File: src/rtl/wb_bus_ctrl_pkg.sv
// Shared types, widths and default decode constants for the user-side Wishbone controller.
package wb_bus_ctrl_pkg;

  localparam int unsigned ADR_W  = 32;
  localparam int unsigned DAT_W  = 32;
  localparam int unsigned BASE_W = 12;

  localparam logic [BASE_W-1:0] BRAM_BASE_DEF = 12'h380;
  localparam logic [BASE_W-1:0] UART_BASE_DEF = 12'h300;
  localparam logic [DAT_W-1:0]  ERR_DATA_DEF  = 32'hDEAD_BEEF;

  typedef enum logic [2:0] {
    IDLE,
    BRAM_WAIT,
    UART_WAIT,
    ACK,
    ERR_ACK
  } state_e;

  typedef enum logic [1:0] {
    SEL_NONE,
    SEL_BRAM,
    SEL_UART
  } sel_e;

  // Request captured when a cycle is accepted in IDLE.
  typedef struct packed {
    logic [ADR_W-1:0] adr;
    logic             we;
  } wb_req_t;

  // Slave select from the top address bits.
  function automatic sel_e decode_sel(input logic [BASE_W-1:0] adr_top,
                                      input logic [BASE_W-1:0] bram_base,
                                      input logic [BASE_W-1:0] uart_base);
    sel_e sel;
    sel = SEL_NONE;
    if (adr_top == bram_base) begin
      sel = SEL_BRAM;
    end else if (adr_top == uart_base) begin
      sel = SEL_UART;
    end
    return sel;
  endfunction

endpackage

File: src/rtl/wb_timeout_cnt.sv
// Wait-state timeout counter: cleared on wait entry, counts enabled cycles and
// raises expire_o during the LIMIT-th consecutive enabled cycle.
module wb_timeout_cnt #(
  parameter int unsigned LIMIT = 255,
  parameter int unsigned W     = 8
) (
  input  logic clk_i,
  input  logic rst_ni,
  input  logic clr_i,
  input  logic en_i,
  output logic expire_o
);

  logic [W-1:0] cnt_q, cnt_d;
  logic         expire_q, expire_d;

  // cnt_q holds the number of wait cycles already completed before the current one.
  always_comb begin
    cnt_d = cnt_q;
    if (clr_i) begin
      cnt_d = '0;
    end else if (en_i && !expire_q) begin
      cnt_d = cnt_q + W'(1);
    end
    expire_d = (cnt_d == W'(LIMIT - 1));
  end

  always_ff @(posedge clk_i or negedge rst_ni) begin
    if (!rst_ni) begin
      cnt_q    <= '0;
      expire_q <= 1'b0;
    end else begin
      cnt_q    <= cnt_d;
      expire_q <= expire_d;
    end
  end

  assign expire_o = expire_q;

endmodule

File: src/rtl/wb_bus_ctrl.sv
// Registered Wishbone slave-side controller routing Caravel cycles to the BRAM and UART.
// Optional wait-state timeout is enabled by defining WB_TIMEOUT_EN.
module wb_bus_ctrl
  import wb_bus_ctrl_pkg::*;
#(
  parameter logic [BASE_W-1:0] BRAM_BASE      = BRAM_BASE_DEF,
  parameter logic [BASE_W-1:0] UART_BASE      = UART_BASE_DEF,
  parameter int unsigned       TIMEOUT_CYCLES = 255,
  parameter int unsigned       TO_W           = 8,
  parameter logic [DAT_W-1:0]  ERR_DATA       = ERR_DATA_DEF
) (
  input  logic             wb_clk_i,
  input  logic             wb_rstn_i,
  input  logic             wbs_cyc_i,
  input  logic             wbs_stb_i,
  input  logic             wbs_we_i,
  input  logic [ADR_W-1:0] wbs_adr_i,
  output logic             wbs_ack_o,
  output logic [DAT_W-1:0] wbs_dat_o,
  output logic             cyc_bram_o,
  output logic             stb_bram_o,
  input  logic             wbs_ack_bram,
  input  logic [DAT_W-1:0] wbs_dat_o_bram,
  output logic             cyc_uart_o,
  output logic             stb_uart_o,
  input  logic             wbs_ack_uart,
  input  logic [DAT_W-1:0] wbs_dat_o_uart,
  output logic             err_flag_o,
  output logic [ADR_W-1:0] err_adr_o,
  input  logic             err_clr_i
);

  if (TIMEOUT_CYCLES < 1 || 64'(TIMEOUT_CYCLES) >= (64'd1 << TO_W)) begin : g_bad_timeout_cfg
    $error("wb_bus_ctrl: TIMEOUT_CYCLES must lie in 1..2**TO_W-1");
  end

  state_e           state_q, state_d;
  wb_req_t          req_q, req_d;
  logic             bram_q, bram_d;
  logic             uart_q, uart_d;
  logic             ack_q, ack_d;
  logic [DAT_W-1:0] dat_q, dat_d;
  logic             err_flag_q, err_flag_d;
  logic [ADR_W-1:0] err_adr_q, err_adr_d;

  sel_e             sel_c;
  logic             slv_ack_c;
  logic [DAT_W-1:0] slv_dat_c;
  logic             to_expire;

  assign sel_c     = decode_sel(wbs_adr_i[ADR_W-1 -: BASE_W], BRAM_BASE, UART_BASE);
  // Only the slave owning the current wait state is listened to.
  assign slv_ack_c = (state_q == BRAM_WAIT) ? wbs_ack_bram   : wbs_ack_uart;
  assign slv_dat_c = (state_q == BRAM_WAIT) ? wbs_dat_o_bram : wbs_dat_o_uart;

`ifdef WB_TIMEOUT_EN
  logic to_clr_c;
  logic to_en_c;

  assign to_clr_c = (state_q == IDLE) && ((state_d == BRAM_WAIT) || (state_d == UART_WAIT));
  assign to_en_c  = (state_q == BRAM_WAIT) || (state_q == UART_WAIT);

  wb_timeout_cnt #(
    .LIMIT (TIMEOUT_CYCLES),
    .W     (TO_W)
  ) u_timeout_cnt (
    .clk_i    (wb_clk_i),
    .rst_ni   (wb_rstn_i),
    .clr_i    (to_clr_c),
    .en_i     (to_en_c),
    .expire_o (to_expire)
  );
`else
  assign to_expire = 1'b0;
`endif

  // Next-state and registered-output logic.
  always_comb begin
    state_d    = state_q;
    req_d      = req_q;
    bram_d     = bram_q;
    uart_d     = uart_q;
    ack_d      = 1'b0;
    dat_d      = dat_q;
    err_flag_d = err_flag_q & ~err_clr_i;
    err_adr_d  = err_adr_q;

    unique case (state_q)
      IDLE: begin
        if (wbs_cyc_i && wbs_stb_i) begin
          req_d.adr = wbs_adr_i;
          req_d.we  = wbs_we_i;
          unique case (sel_c)
            SEL_BRAM: begin
              state_d = BRAM_WAIT;
              bram_d  = 1'b1;
            end
            SEL_UART: begin
              state_d = UART_WAIT;
              uart_d  = 1'b1;
            end
            default: begin
              state_d    = ERR_ACK;
              ack_d      = 1'b1;
              dat_d      = ERR_DATA;
              err_flag_d = 1'b1;
              err_adr_d  = wbs_adr_i;
            end
          endcase
        end
      end

      BRAM_WAIT, UART_WAIT: begin
        // Master abort beats a coincident slave ack; slave ack beats timeout.
        if (!wbs_cyc_i) begin
          state_d = IDLE;
          bram_d  = 1'b0;
          uart_d  = 1'b0;
        end else if (slv_ack_c) begin
          state_d = ACK;
          bram_d  = 1'b0;
          uart_d  = 1'b0;
          ack_d   = 1'b1;
          dat_d   = req_q.we ? '0 : slv_dat_c;
        end else if (to_expire) begin
          state_d    = ERR_ACK;
          bram_d     = 1'b0;
          uart_d     = 1'b0;
          ack_d      = 1'b1;
          dat_d      = ERR_DATA;
          err_flag_d = 1'b1;
          err_adr_d  = req_q.adr;
        end
      end

      ACK, ERR_ACK: begin
        state_d = IDLE;
      end

      default: begin
        state_d = IDLE;
        bram_d  = 1'b0;
        uart_d  = 1'b0;
      end
    endcase
  end

  always_ff @(posedge wb_clk_i or negedge wb_rstn_i) begin
    if (!wb_rstn_i) begin
      state_q    <= IDLE;
      req_q      <= '0;
      bram_q     <= 1'b0;
      uart_q     <= 1'b0;
      ack_q      <= 1'b0;
      dat_q      <= '0;
      err_flag_q <= 1'b0;
      err_adr_q  <= '0;
    end else begin
      state_q    <= state_d;
      req_q      <= req_d;
      bram_q     <= bram_d;
      uart_q     <= uart_d;
      ack_q      <= ack_d;
      dat_q      <= dat_d;
      err_flag_q <= err_flag_d;
      err_adr_q  <= err_adr_d;
    end
  end

  assign wbs_ack_o  = ack_q;
  assign wbs_dat_o  = dat_q;
  assign cyc_bram_o = bram_q;
  assign stb_bram_o = bram_q;
  assign cyc_uart_o = uart_q;
  assign stb_uart_o = uart_q;
  assign err_flag_o = err_flag_q;
  assign err_adr_o  = err_adr_q;

endmodule

File: config.mk
export PLATFORM = sky130hd
export DESIGN_NAME = wb_bus_ctrl
export DESIGN_NICKNAME = d
export VERILOG_FILES = /design/src/rtl/wb_bus_ctrl_pkg.sv /design/src/rtl/wb_timeout_cnt.sv /design/src/rtl/wb_bus_ctrl.sv
export SDC_FILE = /design/constraint.sdc
export NUM_CORES = 1
export LEC_CHECK = 0
export CAP_MARGIN = 0
export CORE_MARGIN = 8
export CORE_UTILIZATION = 44
export DETAILED_ROUTE_END_ITERATION = 12
export GPL_TIMING_DRIVEN = 0
export PLACE_DENSITY = 0.88
export SLEW_MARGIN = 20
export SYNTH_ARGS = -nofsm -noshare
export SYNTH_HDL_FRONTEND = slang
export SYNTH_HIERARCHICAL = 1
export SYNTH_SLANG_ARGS = --single-unit
File: constraint.sdc
create_clock -name wb_clk_i -period 4.51 [get_ports wb_clk_i]
set_clock_uncertainty 0.05 [all_clocks]
set_input_delay 0.6765 -clock wb_clk_i [delete_from_list [all_inputs] [get_ports wb_clk_i]]
set_output_delay 0.6765 -clock wb_clk_i [all_outputs]
set_load 0.01 [all_outputs]
==> results.toml, run 1 <==
[route]
wl_um = 10360
drt_iter0_drc = 70
antenna_left = 0
via_per_inst = 5.016
wl_per_cell_um = 18.24
via_count = 2849
drc = 0
dr.pass1.iters = 4

[timing]
final.period_utilization = 0.5862
max_clock_freq_mhz = 378.3
setup_viol = 0
relSlewSlack = 0.5236
layout_setup_ws_ns = 1.866
finalCriticalPeriod_ns = 2.644
fin_setup_tns_ns = 0
hold_viol_final = 0
rsz0062_at_grt = "false"
worstMarginPinSlew_ns = 0.7093
maxSlewViolCount = 0

[clock_tree]
clk_latency_ns = 0.34
path_clk_slew_ns = 0.08
hold_buffers = 0
cts_buffers = 9
cts_max_path_buffers = 2
cts_setup_buffers = 0
cts.sinks = 72
cts-root-buf = "clkbuf_8"
cts_resized = 0
cts_tree = "yes"
htreeDepth = 3

[critical_path]
start_kind = "primary input"
rr_startpoint = "state_q[0]"
critPathMaxFanout = 10
critPathCaptureType = "flop"
critical_path_class = "primary input to flop"
reg2reg_depth = 6
critPathArrivalTime_ns = 2.82
timing.rr.end = "wbs_dat_o[3]"
r2r_slack_ns = 2.27
cp.required_ns = 4.68

[synth]
synth_area_sq_um = 3577
synth_top_area_cell = "dfrtp_1"
synthFlopType = "dfrtp_1"
avgSynthCellArea_sq_um = 13.10
yosysWarnings = 6
synthCells = 273
synth.distinct_cells = 41
synth_edf_count = 0
synth_commonest_cells = "dfrtp_1 (72), mux2i_1 (32), o21ai_0 (28), mux2_2 (21), nand2_1 (21)"
yosysTopAreaCellShare = 0.5037
syn_nets = 377
async_flop_share = 1.000
synth_area_leaders = "dfrtp_1 (50%), mux2i_1 (9.0%), mux2_4 (8.0%), mux2_2 (6.6%), o21ai_0 (3.9%)"
synth.ff_latch_count = 72
yosysMostFrequentCell = "dfrtp_1"
ys_seq_area_frac = 0.5037

[run]
max_cap_viol_count = 0

[power_and_ir_drop]
p_leak_nw = 2.281
power_density_nw_per_um2 = 607.1
irDropWorstVdd_uv = 333.8

[global_route]
antenna_found_initial = 0
grt_max_degree = 41
grt_util_all_layers = 0.1852
grt_pass1_vias = 3193
grt_pass1_wl_um = 16570
overflow = 0

[die]
initial_utilization = 0.4443
top_level_ports = 174
dieArea_sq_um = 11270
chipWidth_um = 106.2
fp-row-count = 33
core_region_area_sq_um = 8051
die_h_um = 106.2

[placement]
gp_congestion = 0.8113
place_ws_ns = 1.512
dpl.hpwl_um = 8324
placed_cells = 552
portBuffers = 173

[final_layout]
instances_no_fill = 568
layout-drive-gt1-share = 0.1879
antenna_cells = 0
fin_nets = 562
syn_to_final_growth_pct = 57.40

[hold_path]
min_path_type = "primary input to asynchronous set/reset pin"

[status]
outcome = "finished, final reports clean"
-- per-layer routing --
layer,GRT usage,up-vias,wire [um]
met1,0.1973,1396,3929
met2,0.3262,109,5362
li1,-,1335,-
met4,0.04925,0,82
met3,0.08167,9,989
met5,0,-,0
-- power by group --
part | switching [mW] | internal, mW
registers | 0.153 | 0.933
clock network | 0.253 | 0.198
logic | 0.794 | 1.09
-- worst max-delay path, stage by stage --
cell and delay [ns]:
clkdlybuf4s50_1 0.60, nand2_2 0.14, nor4_4 0.55, a32oi_4 0.22, inv_6 0.16, buf_12 0.15
mux2_4 0.31
-- cell usage in the layout (no fill, tap or decap), types with 2 or more instances in the layout --
| cell | synthesis | routed |
|---|---|---|
| o21ai_0 | 28 | 28 |
| mux2_4 | 19 | 19 |
| clkbuf_8 | 1 | 10 |
| buf_12 | 2 | 3 |
| o22a_1 | 2 | 2 |
| clkdlybuf4s50_1 | 0 | 172 |
| inv_1 | 8 | 8 |
| clkbuf_1 | 4 | 4 |
| o2bb2ai_1 | 2 | 2 |
| o31ai_1 | 8 | 8 |
| clkinv_2 | 0 | 2 |
| buf_6 | 4 | 4 |
| nand2b_2 | 2 | 2 |
| a21oi_1 | 3 | 3 |
| dfrtp_1 | 72 | 72 |
| clkinvlp_4 | 0 | 4 |
| mux2i_1 | 32 | 32 |
| nor2_1 | 4 | 4 |
| mux2_2 | 21 | 21 |
| nand2_1 | 21 | 21 |
| nor4b_4 | 2 | 2 |
| buf_4 | 6 | 7 |
| mux2_1 | 11 | 11 |
-- through the flow --
step	instance area [sq um]	hold WS (ns)	power (mW)	utilization
floorplan	3577	0.3309	2.113	-
global placement	5440	0.4099	2.921	0.6757
detailed placement	5458	0.4197	2.999	0.6779
CTS	5630	0.2285	3.465	0.6993
global route	5630	0.2333	3.640	0.6993
finish	5630	0.2185	3.418	0.6993
-- worst max path at each step --
| stage | startpoint | endpoint | slack [ns] | cells after the start |
|---|---|---|---|---|
| 6_report | wbs_cyc_i | wbs_dat_o[3] | 1.87 | 7 |
| 2_1_floorplan | wbs_adr_i[30] | wbs_dat_o[0] | 2.38 | 6 |
| 3_5_place_dp | wbs_cyc_i | wbs_dat_o[3] | 1.51 | 7 |
| 3_3_place_gp | wb_rstn_i | err_adr_o[15] | 0.24 | 1 |
| 4_1_cts | wbs_cyc_i | wbs_dat_o[3] | 1.88 | 7 |
| 5_1_grt | wbs_cyc_i | wbs_dat_o[3] | 1.79 | 7 |
-- cell families (layout without fill, tap and decap cells) --
group           Yosys count  after routing  share of synthesized area
flops                    72             72                     0.5037
mux                      83             83                     0.2700
simple gates             40             40                    0.07031
compound gates           49             49                    0.09234
buf+inv                  29            219                    0.06365
-- sequential cells by signal, indices dropped and copies added (netlist names) --
signal and flops:
state_q 3, cyc_bram_o 1, err_flag_o 1, req_q 1, err_adr_o 32, wbs_dat_o 32
cyc_uart_o 1, wbs_ack_o 1
-- area by class of cell --
class | count | area [sq um]
Fill cell | 588 | 2421
Sequential cell | 72 | 1802
Timing Repair Buffer | 174 | 1749
Multi-Input combinational cell | 172 | 1548
Buffer | 19 | 185.2
Tap cell | 105 | 131.4
Clock buffer | 9 | 123.9
Clock inverter | 7 | 48.80
Inverter | 10 | 42.54
Note: power is estimated with default switching activity, not from simulation.
==> run 2: changes to the inputs <==
- CORE_UTILIZATION: 44 -> 41
- PLACE_DENSITY: 0.88 -> 0.83
- clock period: 4.51 -> 2.5 ns (I/O delays scaled with it)
==> results.toml, run 2 (synthesized netlist as in run 1, its figures left out) <==
[placement]
placed_cells = 555
portBuffers = 173
gp_congestion = 0.8222
dpl.hpwl_um = 8261

[critical_path]
cp.required_ns = 2.66
critPathMaxStageDelay_ns = 0.61
path_delay_family = "buffers and inverters"
path_cells = "clkdlybuf4s50_1, nand2_2, nor4_4, a32oi_4, inv_6, buf_12, mux2_4"
crit_slowest_cell = "clkdlybuf4s50_1"
critPathCaptureType = "flop"
worst-path-buf-inv = 3
start_kind = "primary input"
critical_path_class = "primary input to flop"
critPathArrivalTime_ns = 2.48
critPathMaxFanout = 10

[die]
fp-row-count = 34
initial_utilization = 0.4163
core_region_area_sq_um = 8593
dieArea_sq_um = 11970
die_h_um = 109.4
top_level_ports = 174
chipWidth_um = 109.4

[clock_tree]
cts_setup_buffers = 0
cts_max_path_buffers = 2
clk_latency_ns = 0.33
htreeDepth = 3
path_clk_slew_ns = 0.07
cts_tree = "yes"
cts_buffers = 9
cts-root-buf = "clkbuf_8"
cts.sinks = 72
cts_resized = 0

[route]
wl_met3_um = 1128
via_count = 2856
wl_per_cell_um = 18.30
dr_wl_met2_um = 5325
dr.pass1.iters = 4
drc = 0
via_per_inst = 4.993
drt_iter0_drc = 85
top_layer = "met4"
wl_um = 10470
antenna_left = 0
met1_length_um = 3915

[timing]
finalCriticalPeriod_ns = 2.319
final.period_utilization = 0.9275
max_clock_freq_mhz = 431.3
hold_viol_final = 0
worstMarginPinSlew_ns = 0.6638
relSlewSlack = 0.5542
setup_viol = 0
fin_setup_tns_ns = 0
maxSlewViolCount = 0
rsz0062_at_grt = "false"

[final_layout]
fin_nets = 563
multi_input_area_sq_um = 1548
utilization = 0.6670
final_cell_mix = "clkdlybuf4s50_1 (172), dfrtp_1 (72), mux2i_1 (32)"
antenna_cells = 0
syn_to_final_growth_pct = 60.23
final-seq-area_sq_um = 1802
final_common_cell = "clkdlybuf4s50_1"
instances_no_fill = 572
n_fill_cell = 660
layout-drive-gt1-share = 0.1832

[global_route]
grt_pass1_wl_um = 16680
grt_util_all_layers = 0.1760
antenna_found_initial = 0
grt_max_degree = 43
overflow = 0
grt_pass1_vias = 3266

[power_and_ir_drop]
clkPwrFrac = 0.183
power_density_nw_per_um2 = 1142
seq_power_share = 0.299
p_int_mw = 4.414
p_comb_frac = 0.518
p_sw_frac = 0.3258
p_leak_nw = 2.336
power_switching_mw = 2.133
irDropWorstVdd_uv = 642.4

[run]
max_cap_viol_count = 0

[hold_path]
min_path_type = "flop to flop"

[status]
outcome = "finished, final reports clean"
-- run 2: cell types whose count changed in the layout (fill, tap and decap cells not counted), sizes merged --
cell         previous run  this run
bufinv                  0         4
clkbuf                 14        16
clkinv                  3         1
clkinvlp                4         0
dlygate4sd3             0         1
-- run 2: worst paths after layout --
path,slack [ns],start,cells past startpoint,to
setup reg to reg,0.32,state_q[0],6,wbs_dat_o[30]
hold reg to reg,0.43,wbs_dat_o[22],2,wbs_dat_o[22]
hold / removal,0.43,wbs_dat_o[22],2,wbs_dat_o[22]
max in group asynchronous,1.36,wb_rstn_i,3,err_adr_o[8]
setup / recovery,0.18,wbs_cyc_i,7,wbs_dat_o[3]
min in group asynchronous,0.47,wb_rstn_i,2,wbs_dat_o[14]
-- run 2: area by class of cell --
type / count / area share
well taps: 108 / 0.02358
clock inverters: 5 / 0.02248
clock buffers: 11 / 0.02292
inverters: 10 / 0.007422
repair buffers: 175 / 0.3069
plain buffers: 19 / 0.03231
flip-flops and latches: 72 / 0.3143
multi-input cells: 172 / 0.2700
-- run 2: layer usage --
metal  up-vias  track usage
met3         8      0.08910
met2       113       0.3092
met4         0      0.03568
met1      1397       0.1855
met5         -            0
li1       1338            -
-- run 2: timing repair --
action,in CTS,in global routing
hold buffers,1,0
setup endpoints to repair,0,0
hold endpoints to repair,30,0
-- run 2: metrics by stage --
| step | cell area [sq um] | setup slack (ns) | power (mW) | hold slack [ns] |
|---|---|---|---|---|
| finish | 5732 | 0.1812 | 6.548 | 0.4302 |
| global route | 5732 | 0.1167 | 6.984 | 0.4443 |
| CTS | 5732 | 0.2171 | 6.647 | 0.4317 |
| detailed placement | 5461 | -0.1342 | 5.410 | 0.2890 |
| global placement | 5444 | -1.495 | 5.292 | 0.4096 |
| floorplan | 3577 | 0.5809 | 3.812 | 0.02941 |
-- run 2: worst reg2reg max path, cell delays in order, from the launching register on --
cell and delay, ns:
dfrtp_1 0.38, clkbuf_8 0.16, nand2b_2 0.22, a21oi_1 0.44
clkbuf_1 0.37, o21ai_0 0.18, mux2_4 0.28
-- run 2: power by group through the flow --
stage | combinational (mW) | sequential, mW | clock, mW
2_1_floorplan | 1.62 | 2.19 | 0
3_3_place_gp | 3.34 | 1.95 | 0
3_5_place_dp | 3.43 | 1.98 | 0
4_1_cts | 3.45 | 1.97 | 1.23
5_1_grt | 3.67 | 2.03 | 1.29
6_report | 3.39 | 1.96 | 1.20
